==> src/rtl/sort_pkg.sv <==
// Shared definitions for the sort engine: FSM state encoding and parameter defaults.
package sort_pkg;

    typedef enum logic [1:0] {
        ST_IDLE = 2'd0,
        ST_EVAL = 2'd1,
        ST_EMIT = 2'd2,
        ST_DONE = 2'd3
    } sort_state_t;

    localparam int DEF_ELEMENT_NUM = 8;
    localparam int DEF_DATA_WIDTH  = 8;
    localparam int DEF_DESCEND     = 1;
    localparam int DEF_SIGNED      = 1;

endpackage

==> src/rtl/sort_lsb_enc.sv <==
// Lowest-set-bit encoder: index of the lowest set bit, any-bit-set and exactly-one-bit-set flags.
module sort_lsb_enc
    import sort_pkg::*;
#(
    parameter  int ELEMENT_NUM = DEF_ELEMENT_NUM,
    localparam int AW          = $clog2(ELEMENT_NUM)
) (
    input  logic [ELEMENT_NUM-1:0] vec,
    output logic [AW-1:0]          idx,
    output logic                   any,
    output logic                   one
);

    logic [ELEMENT_NUM-1:0] rest_s;

    // Scan from the top down so the last hit written is the lowest set index.
    always_comb begin
        idx = {AW{1'b0}};
        for (int i = ELEMENT_NUM - 1; i >= 0; i--) begin
            if (vec[i]) begin
                idx = AW'(i);
            end else begin
                idx = idx;
            end
        end
    end

    // Clearing the lowest set bit leaves nothing exactly when a single bit was set.
    always_comb begin
        rest_s = vec & (vec - {{(ELEMENT_NUM-1){1'b0}}, 1'b1});
        any    = |vec;
        one    = (|vec) && (rest_s == {ELEMENT_NUM{1'b0}});
    end

endmodule

==> src/rtl/sort_engine_param.sv <==
// Batch sort engine: emits the valid elements of a batch in sorted order, one
// equal-value group per filter evaluation, using a comparison-free bit-serial filter.
module sort_engine_param
    import sort_pkg::*;
#(
    parameter  int ELEMENT_NUM = DEF_ELEMENT_NUM,
    parameter  int DATA_WIDTH  = DEF_DATA_WIDTH,
    parameter  int DESCEND     = DEF_DESCEND,
    parameter  int SIGNED      = DEF_SIGNED,
    localparam int AW          = $clog2(ELEMENT_NUM),
    localparam int CW          = $clog2(ELEMENT_NUM + 1)
) (
    input  logic                            clk_mj,
    input  logic                            rst,
    input  logic                            in_valid,
    output logic                            in_ready,
    input  logic [ELEMENT_NUM*DATA_WIDTH-1:0] in_data,
    input  logic [CW-1:0]                   in_count,
    input  logic                            abort,
    output logic                            out_valid,
    input  logic                            out_ready,
    output logic [AW-1:0]                   out_addr,
    output logic [DATA_WIDTH-1:0]           out_data,
    output logic                            out_group_end,
    output logic                            out_last,
    output logic                            busy,
    output logic                            done
);

    sort_state_t                                state_r;
    logic [ELEMENT_NUM-1:0][DATA_WIDTH-1:0]     data_r;
    logic [ELEMENT_NUM-1:0]                     evt_r;
    logic [ELEMENT_NUM-1:0]                     fo_r;

    logic [CW-1:0]          count_s;
    logic [ELEMENT_NUM-1:0] evt_load_s;
    logic [ELEMENT_NUM-1:0] cand_s;
    logic [ELEMENT_NUM-1:0] sel_s;
    logic                   key_bit_s;
    logic [ELEMENT_NUM-1:0] fo_bit_s;
    logic [AW-1:0]          fo_idx_s;
    logic                   fo_any_s;
    logic                   fo_one_s;
    logic [AW-1:0]          evt_idx_unused_s;
    logic                   evt_any_s;
    logic                   evt_one_s;
    logic                   emit_s;

    sort_lsb_enc #(.ELEMENT_NUM(ELEMENT_NUM)) u_fo_enc (
        .vec (fo_r),
        .idx (fo_idx_s),
        .any (fo_any_s),
        .one (fo_one_s)
    );

    sort_lsb_enc #(.ELEMENT_NUM(ELEMENT_NUM)) u_evt_enc (
        .vec (evt_r),
        .idx (evt_idx_unused_s),
        .any (evt_any_s),
        .one (evt_one_s)
    );

    // Clamp the offered count and expand it into the per-element valid mask.
    always_comb begin
        if (in_count > CW'(ELEMENT_NUM)) begin
            count_s = CW'(ELEMENT_NUM);
        end else begin
            count_s = in_count;
        end
        for (int i = 0; i < ELEMENT_NUM; i++) begin
            evt_load_s[i] = (CW'(i) < count_s);
        end
    end

    // Bit-serial filter: keep narrowing the candidate set while some candidate has the preferred bit.
    always_comb begin
        cand_s    = evt_r;
        sel_s     = {ELEMENT_NUM{1'b0}};
        key_bit_s = 1'b0;
        for (int b = DATA_WIDTH - 1; b >= 0; b--) begin
            for (int i = 0; i < ELEMENT_NUM; i++) begin
                if ((SIGNED != 0) && (b == DATA_WIDTH - 1)) begin
                    key_bit_s = ~data_r[i][b];
                end else begin
                    key_bit_s = data_r[i][b];
                end
                if (DESCEND != 0) begin
                    sel_s[i] = cand_s[i] & key_bit_s;
                end else begin
                    sel_s[i] = cand_s[i] & ~key_bit_s;
                end
            end
            if (sel_s != {ELEMENT_NUM{1'b0}}) begin
                cand_s = sel_s;
            end else begin
                cand_s = cand_s;
            end
        end
    end

    // One-hot mask of the element currently presented.
    always_comb begin
        fo_bit_s = {{(ELEMENT_NUM-1){1'b0}}, 1'b1} << fo_idx_s;
    end

    // Main FSM: abort and reset dominate; the filter result is captured in EVAL.
    always_ff @(posedge clk_mj) begin
        if (rst) begin
            state_r <= ST_IDLE;
            data_r  <= {(ELEMENT_NUM*DATA_WIDTH){1'b0}};
            evt_r   <= {ELEMENT_NUM{1'b0}};
            fo_r    <= {ELEMENT_NUM{1'b0}};
        end else if (abort && (state_r != ST_IDLE)) begin
            state_r <= ST_IDLE;
            evt_r   <= {ELEMENT_NUM{1'b0}};
            fo_r    <= {ELEMENT_NUM{1'b0}};
        end else begin
            case (state_r)
                ST_IDLE: begin
                    if (in_valid) begin
                        data_r <= in_data;
                        evt_r  <= evt_load_s;
                        fo_r   <= {ELEMENT_NUM{1'b0}};
                        if (count_s == {CW{1'b0}}) begin
                            state_r <= ST_DONE;
                        end else begin
                            state_r <= ST_EVAL;
                        end
                    end
                end
                ST_EVAL: begin
                    fo_r <= cand_s;
                    if (evt_any_s) begin
                        state_r <= ST_EMIT;
                    end else begin
                        state_r <= ST_DONE;
                    end
                end
                ST_EMIT: begin
                    if (out_ready) begin
                        fo_r  <= fo_r & ~fo_bit_s;
                        evt_r <= evt_r & ~fo_bit_s;
                        // The emitted bit lies in both masks, so a single set bit means it empties.
                        if (evt_one_s) begin
                            state_r <= ST_DONE;
                        end else if (fo_one_s) begin
                            state_r <= ST_EVAL;
                        end else begin
                            state_r <= ST_EMIT;
                        end
                    end
                end
                ST_DONE: begin
                    state_r <= ST_IDLE;
                end
                default: begin
                    state_r <= ST_IDLE;
                end
            endcase
        end
    end

    // Outputs decode registered state only, so no input reaches them combinationally.
    always_comb begin
        emit_s        = (state_r == ST_EMIT) && fo_any_s;
        out_valid     = emit_s;
        out_addr      = emit_s ? fo_idx_s : {AW{1'b0}};
        out_data      = emit_s ? data_r[fo_idx_s] : {DATA_WIDTH{1'b0}};
        out_group_end = emit_s & fo_one_s;
        out_last      = emit_s & evt_one_s;
        in_ready      = (state_r == ST_IDLE);
        busy          = (state_r != ST_IDLE);
        done          = (state_r == ST_DONE);
    end

endmodule

==> config.mk <==
export PLATFORM = sky130hd
export DESIGN_NAME = sort_engine_param
export DESIGN_NICKNAME = d
export VERILOG_FILES = /design/src/rtl/sort_pkg.sv /design/src/rtl/sort_lsb_enc.sv /design/src/rtl/sort_engine_param.sv
export SDC_FILE = /design/constraint.sdc
export NUM_CORES = 1
export LEC_CHECK = 0
export CORE_MARGIN = 2
export CORE_UTILIZATION = 50
export CTS_CLUSTER_DIAMETER = 50
export DETAILED_ROUTE_END_ITERATION = 12
export PLACE_DENSITY_LB_ADDON = 0.25
export SYNTH_ARGS = -nofsm -noshare
export SYNTH_HDL_FRONTEND = slang
export SYNTH_SLANG_ARGS = --single-unit
export TNS_END_PERCENT = 100
==> constraint.sdc <==
create_clock -name clk_mj -period 16.6 [get_ports clk_mj]
set_clock_uncertainty 0.05 [all_clocks]
set_input_delay 1.66 -clock clk_mj [delete_from_list [all_inputs] [get_ports clk_mj]]
set_output_delay 1.66 -clock clk_mj [all_outputs]
set_load 0.05 [all_outputs]
==> results.sh, run 1 <==
export IMPL_status="complete, no violations"
export IMPL_cp_top_family="compound AO/OA/AOI/OAI gates"
export IMPL_clock_fmax_mhz=136
export IMPL_path_max_fanout=12
export IMPL_power_w=0.000808
export IMPL_synth_edf_count=0
export IMPL_syn_inst=750
export IMPL_grt_overflow_total=0
export IMPL_startpoint_type="register"
export IMPL_start_util_pct=51.0
export IMPL_fp_dieH_um=106
export IMPL_antenna_found_initial=0
export IMPL_hold_path_class="register to register"
export IMPL_min_delay_path_depth=2
export IMPL_fin_nets=889
export IMPL_ir_worst_vdd_mv=0.0970
export IMPL_remaining_drc_errors=0
export IMPL_dpl_hpwl_mm=12.5
export IMPL_n_antenna_cell=0
export IMPL_synth_seq_cells=82
export IMPL_tightest_slew_ns=1.09
export IMPL_avgSynthCellArea_sq_um=6.92
export IMPL_cp_common_cell="o2111ai_2"
export IMPL_vias=5593
export IMPL_clockBufferDepth=2
export IMPL_grt_setup_unrepaired="no"
export IMPL_grt_pass1_wl_mm=27.2
export IMPL_tns_ns=0
export IMPL_max_cap_violations=0
export IMPL_ys_flop_type="dfxtp_1"
export IMPL_yosysWarnings=0
export IMPL_critical_path_class="register to register"
export IMPL_power_density_nw_per_um2=129
export IMPL_cts_setup_buffers=0
export IMPL_rr_worst_depth=25
export IMPL_synth_top_area_cell="dfxtp_1"
export IMPL_crit_buf_inv=1
export IMPL_syn_nets=827
export IMPL_port_buffer_count=89
export IMPL_core_area_sq_um=10200
export IMPL_power_leakage_nw=2.14
export IMPL_cts_hold_buf=0
export IMPL_die_w_um=106
export IMPL_htreeDepth=3
export IMPL_dieArea_sq_um=11200
export IMPL_synth_area_sq_um=5190
export IMPL_drive_gt1_share_pct=6.00
export IMPL_final_util_pct=61.7
export IMPL_drtIter0Drc=436
export IMPL_grt_usage_pct=31.0
export IMPL_hold_violations=0
export IMPL_cts_buffers=9
export IMPL_slew_violations=0
export IMPL_period_share_pct=44.2
export IMPL_rows=37
export IMPL_gp_congestion=0.944
export IMPL_wl_mm=16.9
export IMPL_critPathSlowestCell="o2111ai_2"
export IMPL_viasPerCell=5.87
export IMPL_area_delta_synth_final_pct=21.0
export IMPL_cp_required_ns=16.77
export IMPL_slew_headroom_pct=27.4
export IMPL_final_antenna_net_count=0
export IMPL_min_period_ns=7.35
export IMPL_crit_path_end_kind="register"
export IMPL_setup_viol=0
export IMPL_grt_pass1_vias=5364
export IMPL_cts_clk_slew_worst_paths_ns=0.09
export IMPL_synth_area_leaders="dfxtp_1 32%, nand2_1 15%, a21oi_1 10%"
export IMPL_root_buffer="clkbuf_8"
export IMPL_ys_seq_area_share_pct=31.6
export IMPL_crit_cells=25
export IMPL_fin_area_sq_um=6280
export IMPL_place_area_sq_um=6120
export IMPL_worst_ep_arrival_time_ns=7.51
export IMPL_cts_tree="built"
export IMPL_firstDrtPassIters=8
export IMPL_io_pins=90
export IMPL_clock_sinks=82
export IMPL_cts_resized=0
export IMPL_synth_top_cell_area_share_pct=31.6
export IMPL_wl_per_cell_um=17.8
export IMPL_slowest_delay_ns=0.52
export IMPL_clk_latency_ns=0.36
export IMPL_post_synth_num_cell_types=60
export IMPL_synthArstFlopShare_pct=0
export IMPL_grt_max_degree=70
stage by stage:
stage / setup WS, ns / hold WS [ns] / instances
finish: 9.25 / 0.415 / 953
global route: 8.68 / 0.443 / 953
CTS: 9.38 / 0.417 / 953
detailed placement: 9.43 / 0.405 / 937
global placement: 9.48 / 0.396 / 937
floorplan: 10.78 / 0.386 / 750
worst reg2reg max path: stages, from the launching register on:
cell and delay [ns]:
dfxtp_1 0.39, and2b_1 0.21, a2111oi_2 0.45, nand2_2 0.17
a21boi_1 0.36, a22oi_1 0.14, and3_1 0.31, o21ai_1 0.31
o22a_1 0.21, o2111ai_2 0.30, a21oi_1 0.40, a22oi_1 0.14
nand3_2 0.19, a221oi_1 0.15, a2111oi_2 0.51, o2111ai_4 0.27
inv_1 0.13, o21ai_0 0.16, o2111ai_2 0.52, a21oi_1 0.21
a2111oi_4 0.41, o2111ai_2 0.35, nor2b_1 0.25, or3_1 0.36
nand4_4 0.18, a211oi_2 0.09
cells by family (layout without fill, tap and decap cells):
kind of cell	Yosys count	count (layout)	synth area share, %
AO/OA/AOI/OAI	257	257	33.6
XOR/XNOR	1	1	0.169
adder cells (fa/ha/maj)	6	6	1.35
buffers and inverters	91	158	7.09
flip-flops	82	82	31.6
AND/OR/NAND/NOR	313	313	26.2
layer usage:
layer  routed length, um  vias up  global-route usage, %
met2                7880      197                   50.2
met1                7520     2612                   40.5
li1                    -     2748                      -
met4                 462        0                   13.7
met3                1070       36                   5.44
met5                   0        -                      0
final timing paths:
kind | startpoint | slack (ns) | to
worst min register to register | data_r[61] | 0.41 | data_r[61]
worst max register to register | data_r[15] | 9.25 | fo_r[5]
worst max-delay path | data_r[15] | 9.25 | fo_r[5]
worst min-delay path | data_r[61] | 0.41 | data_r[61]
sequential cells by signal, indices dropped and copies added (netlist names):
signal / cells
fo_r: 8
evt_r: 8
state_r: 2
data_r: 64
Yosys cell counts (8+ instances only):
cell type  number
a31oi_1        16
nand2_1       203
clkbuf_1       38
nor2_1         39
nor3_1         10
o211ai_1       18
nand3_1        15
nand2b_1        9
inv_1          46
dfxtp_1        82
a21boi_0        8
o21ai_0        27
a21oi_1       106
a211oi_1       11
final cells by class:
class / instances / area [sq um]
Tap cell: 136 / 170
Clock inverter: 4 / 28.8
Timing Repair Buffer: 96 / 938
Inverter: 46 / 173
Clock buffer: 12 / 135
Fill cell: 982 / 3900
Multi-Input combinational cell: 577 / 3200
Sequential cell: 82 / 1640
power by group:
part / internal (W) / switching [W] / total, W
Combinational: 0.000140 / 0.000256 / 0.000396
Clock: 0.0000546 / 0.0000726 / 0.000127
Sequential: 0.000235 / 0.0000497 / 0.000285
cell usage in the layout, fill, tap and decap left out, types with 4 or more instances in the layout:
cell type        Yosys  layout
a2111oi_2            4       4
a211oi_1            11      11
a21boi_0             8       8
a21boi_1             7       7
a21o_1               5       5
a21oi_1            106     106
a221oi_1             4       4
a22oi_1              6       6
a311oi_1             6       6
a31oi_1             16      16
and2b_1              7       7
and3_1               6       6
buf_4                1       7
clkbuf_8             0       9
clkdlybuf4s50_1      0      88
dfxtp_1             82      82
ha_1                 4       4
inv_1               46      46
nand2_1            203     202
nand2b_1             9       9
nand3_1             15      15
nor2_1              39      39
nor2b_1              4       4
nor3_1              10       9
nor4_1               4       4
o211ai_1            18      18
o21a_1               7       7
o21ai_0             27      26
o21ai_1              4       5
Note: power is estimated with default switching activity, not from simulation.
==> run 2, diff against run 1 <==
==> constraint.sdc (replaced) <==
create_clock -name clk_mj -period 7.3 [get_ports clk_mj]
set_clock_uncertainty 0.05 [all_clocks]
set_input_delay 0.73 -clock clk_mj [delete_from_list [all_inputs] [get_ports clk_mj]]
set_output_delay 0.73 -clock clk_mj [all_outputs]
set_load 0.05 [all_outputs]
==> results.sh, run 2 (synthesized netlist as in run 1, its figures left out) <==
export IMPL_status="complete, no violations"
export IMPL_viasPerCell=5.99
export IMPL_cp_top_family="compound AO/OA/AOI/OAI gates"
export IMPL_cts_buffers=9
export IMPL_rows=37
export IMPL_grt_overflow_total=0
export IMPL_largest_reg_flops=64
export IMPL_final_cell_mix="202 x nand2_1, 102 x a21oi_1, 88 x clkdlybuf4s50_1, 82 x dfxtp_1, 46 x inv_1"
export IMPL_worst_ep_arrival_time_ns=7.05
export IMPL_area_delta_synth_final_pct=25.0
export IMPL_regArea_sq_um=1640
export IMPL_multi_input_area_sq_um=3310
export IMPL_clk_latency_ns=0.37
export IMPL_cts_clk_slew_worst_paths_ns=0.08
export IMPL_port_buffer_count=89
export IMPL_vias=5748
export IMPL_ir_worst_vdd_mv=0.296
export IMPL_htreeDepth=3
export IMPL_io_pins=90
export IMPL_hold_slack_ns=0.409
export IMPL_grt_max_degree=70
export IMPL_dieArea_sq_um=11200
export IMPL_cp_common_cell="o2111ai_4"
export IMPL_slowest_delay_ns=0.46
export IMPL_die_w_um=106
export IMPL_drive_gt1_share_pct=8.26
export IMPL_power_leakage_nw=2.22
export IMPL_cp_required_ns=7.49
export IMPL_critical_path_class="register to register"
export IMPL_n_antenna_cell=0
export IMPL_layout_commonest_cell="nand2_1"
export IMPL_crit_buf_inv=1
export IMPL_core_area_sq_um=10200
export IMPL_cts_tree="built"
export IMPL_grt_pass1_vias=5490
export IMPL_period_share_pct=94.0
export IMPL_slew_violations=0
export IMPL_antenna_found_initial=0
export IMPL_nFillCells=955
export IMPL_setup_viol=0
export IMPL_regMostFlops="data_r"
export IMPL_power_w=0.00198
export IMPL_fp_dieH_um=106
export IMPL_path_max_fanout=12
export IMPL_firstDrtPassIters=5
export IMPL_max_cap_violations=0
export IMPL_min_period_ns=6.86
export IMPL_clockBufferDepth=2
export IMPL_tightest_slew_ns=1.12
export IMPL_slew_headroom_pct=25.6
export IMPL_gp_congestion=0.962
export IMPL_crit_path_end_kind="register"
export IMPL_critPathSlowestCell="a2111oi_2"
export IMPL_startpoint_type="register"
export IMPL_clock_sinks=82
export IMPL_fin_cells=959
export IMPL_root_buffer="clkbuf_8"
export IMPL_hold_violations=0
export IMPL_hold_path_class="register to register"
export IMPL_reg_top3="data_r x64, evt_r x8, fo_r x8"
export IMPL_clock_fmax_mhz=146
export IMPL_start_util_pct=51.0
export IMPL_power_density_nw_per_um2=306
export IMPL_grt_pass1_wl_mm=27.7
export IMPL_fin_nets=895
export IMPL_remaining_drc_errors=0
export IMPL_final_antenna_net_count=0
export IMPL_dp_cells=938
export IMPL_final_util_pct=63.7
export IMPL_grt_usage_pct=31.6
export IMPL_drtIter0Drc=394
export IMPL_dpl_hpwl_mm=12.5
export IMPL_tns_ns=0
export IMPL_wl_mm=17.5
export IMPL_wl_per_cell_um=18.2
## run 2: changes by cell type in the layout (fill, tap and decap cells not counted), sizes merged
cell      before  now
clkbuf        12   11
buf            8   13
clkinvlp       2    1
bufinv         0    2
o2111ai        4    5
## run 2: where the power goes
group	switching (W)	leakage [nW]	internal [W]
combinational	0.000619	1.44	0.000345
clock	0.000170	0.109	0.000201
sequential	0.000114	0.672	0.000535
total	0.000903	2.22	0.00108
## run 2: per-stage QoR
step	worst slack (ns)	cell area [sq um]
final	0.440	6490
after global routing	-0.0388	6490
after CTS	0.101	6340
after detailed placement	0.118	6130
after global placement	0.161	6130
after floorplan	1.48	5190
## run 2: layout make-up
| cell class | count | share of cell area (%) |
|---|---|---|
| flip-flops and latches | 82 | 25.3 |
| clock buffers | 11 | 2.18 |
| inverters | 46 | 2.66 |
| well taps | 136 | 2.62 |
| repair buffers | 101 | 15.0 |
| clock inverters | 5 | 1.20 |
| multi-input cells | 578 | 51.0 |
## run 2: path summary, 6_finish.rpt
path / end / slack, ns / startpoint / depth (start not counted)
setup / recovery: fo_r[5] / 0.44 / data_r[15] / 26
hold / removal: data_r[51] / 0.41 / data_r[51] / 2
hold reg to reg: data_r[51] / 0.41 / data_r[51] / 2
setup reg to reg: fo_r[5] / 0.44 / data_r[15] / 26
## run 2: worst register-to-register path, stage by stage, from the launching register on
cell and delay (ns):
dfxtp_1 0.37, and2b_1 0.20, a2111oi_2 0.46, nand2_2 0.21
a21boi_1 0.32, a22oi_1 0.10, and3_2 0.30, o21ai_0 0.25
o2111a_1 0.26, o2111ai_4 0.18, buf_4 0.21, a211oi_2 0.26
a2111oi_2 0.09, nand3_2 0.17, a221oi_1 0.14, a2111oi_2 0.44
o2111ai_4 0.29, a21boi_1 0.33, nand2_1 0.18, o2111ai_4 0.19
a21oi_1 0.18, a2111oi_4 0.45, o2111ai_4 0.26, nor2b_1 0.21
or3_1 0.36, nand4_4 0.17, a211oi_2 0.09
## run 2: what timing repair did
| action | 4_1_cts | 5_1_grt |
|---|---|---|
| hold buffers | 0 | 0 |
| gates resized for setup | 0 | 19 |
| endpoints found under the setup margin | 0 | 8 |
| setup buffers | 0 | 4 |
## run 2: layer usage
layer,global-route usage (%),share of wire (%)
met5,0,0
met4,12.8,2.6
met3,5.57,7.4
met2,52.7,47
met1,40.5,43
==> run 3, diff against run 2 <==
--- a/config.mk
+++ b/config.mk
@@ -5,11 +5,13 @@
 export SDC_FILE = /design/constraint.sdc
 export NUM_CORES = 1
 export LEC_CHECK = 0
+export ABC_CLOCK_PERIOD_IN_PS = 7300
 export CORE_MARGIN = 2
 export CORE_UTILIZATION = 50
-export CTS_CLUSTER_DIAMETER = 50
+export CTS_CLUSTER_DIAMETER = 100
 export DETAILED_ROUTE_END_ITERATION = 12
 export PLACE_DENSITY_LB_ADDON = 0.25
+export SKIP_LAST_GASP = 1
 export SYNTH_ARGS = -nofsm -noshare
 export SYNTH_HDL_FRONTEND = slang
 export SYNTH_SLANG_ARGS = --single-unit
==> results of run 3 <==
No change in the layout: final DEF, timing and power equal those of run 2.
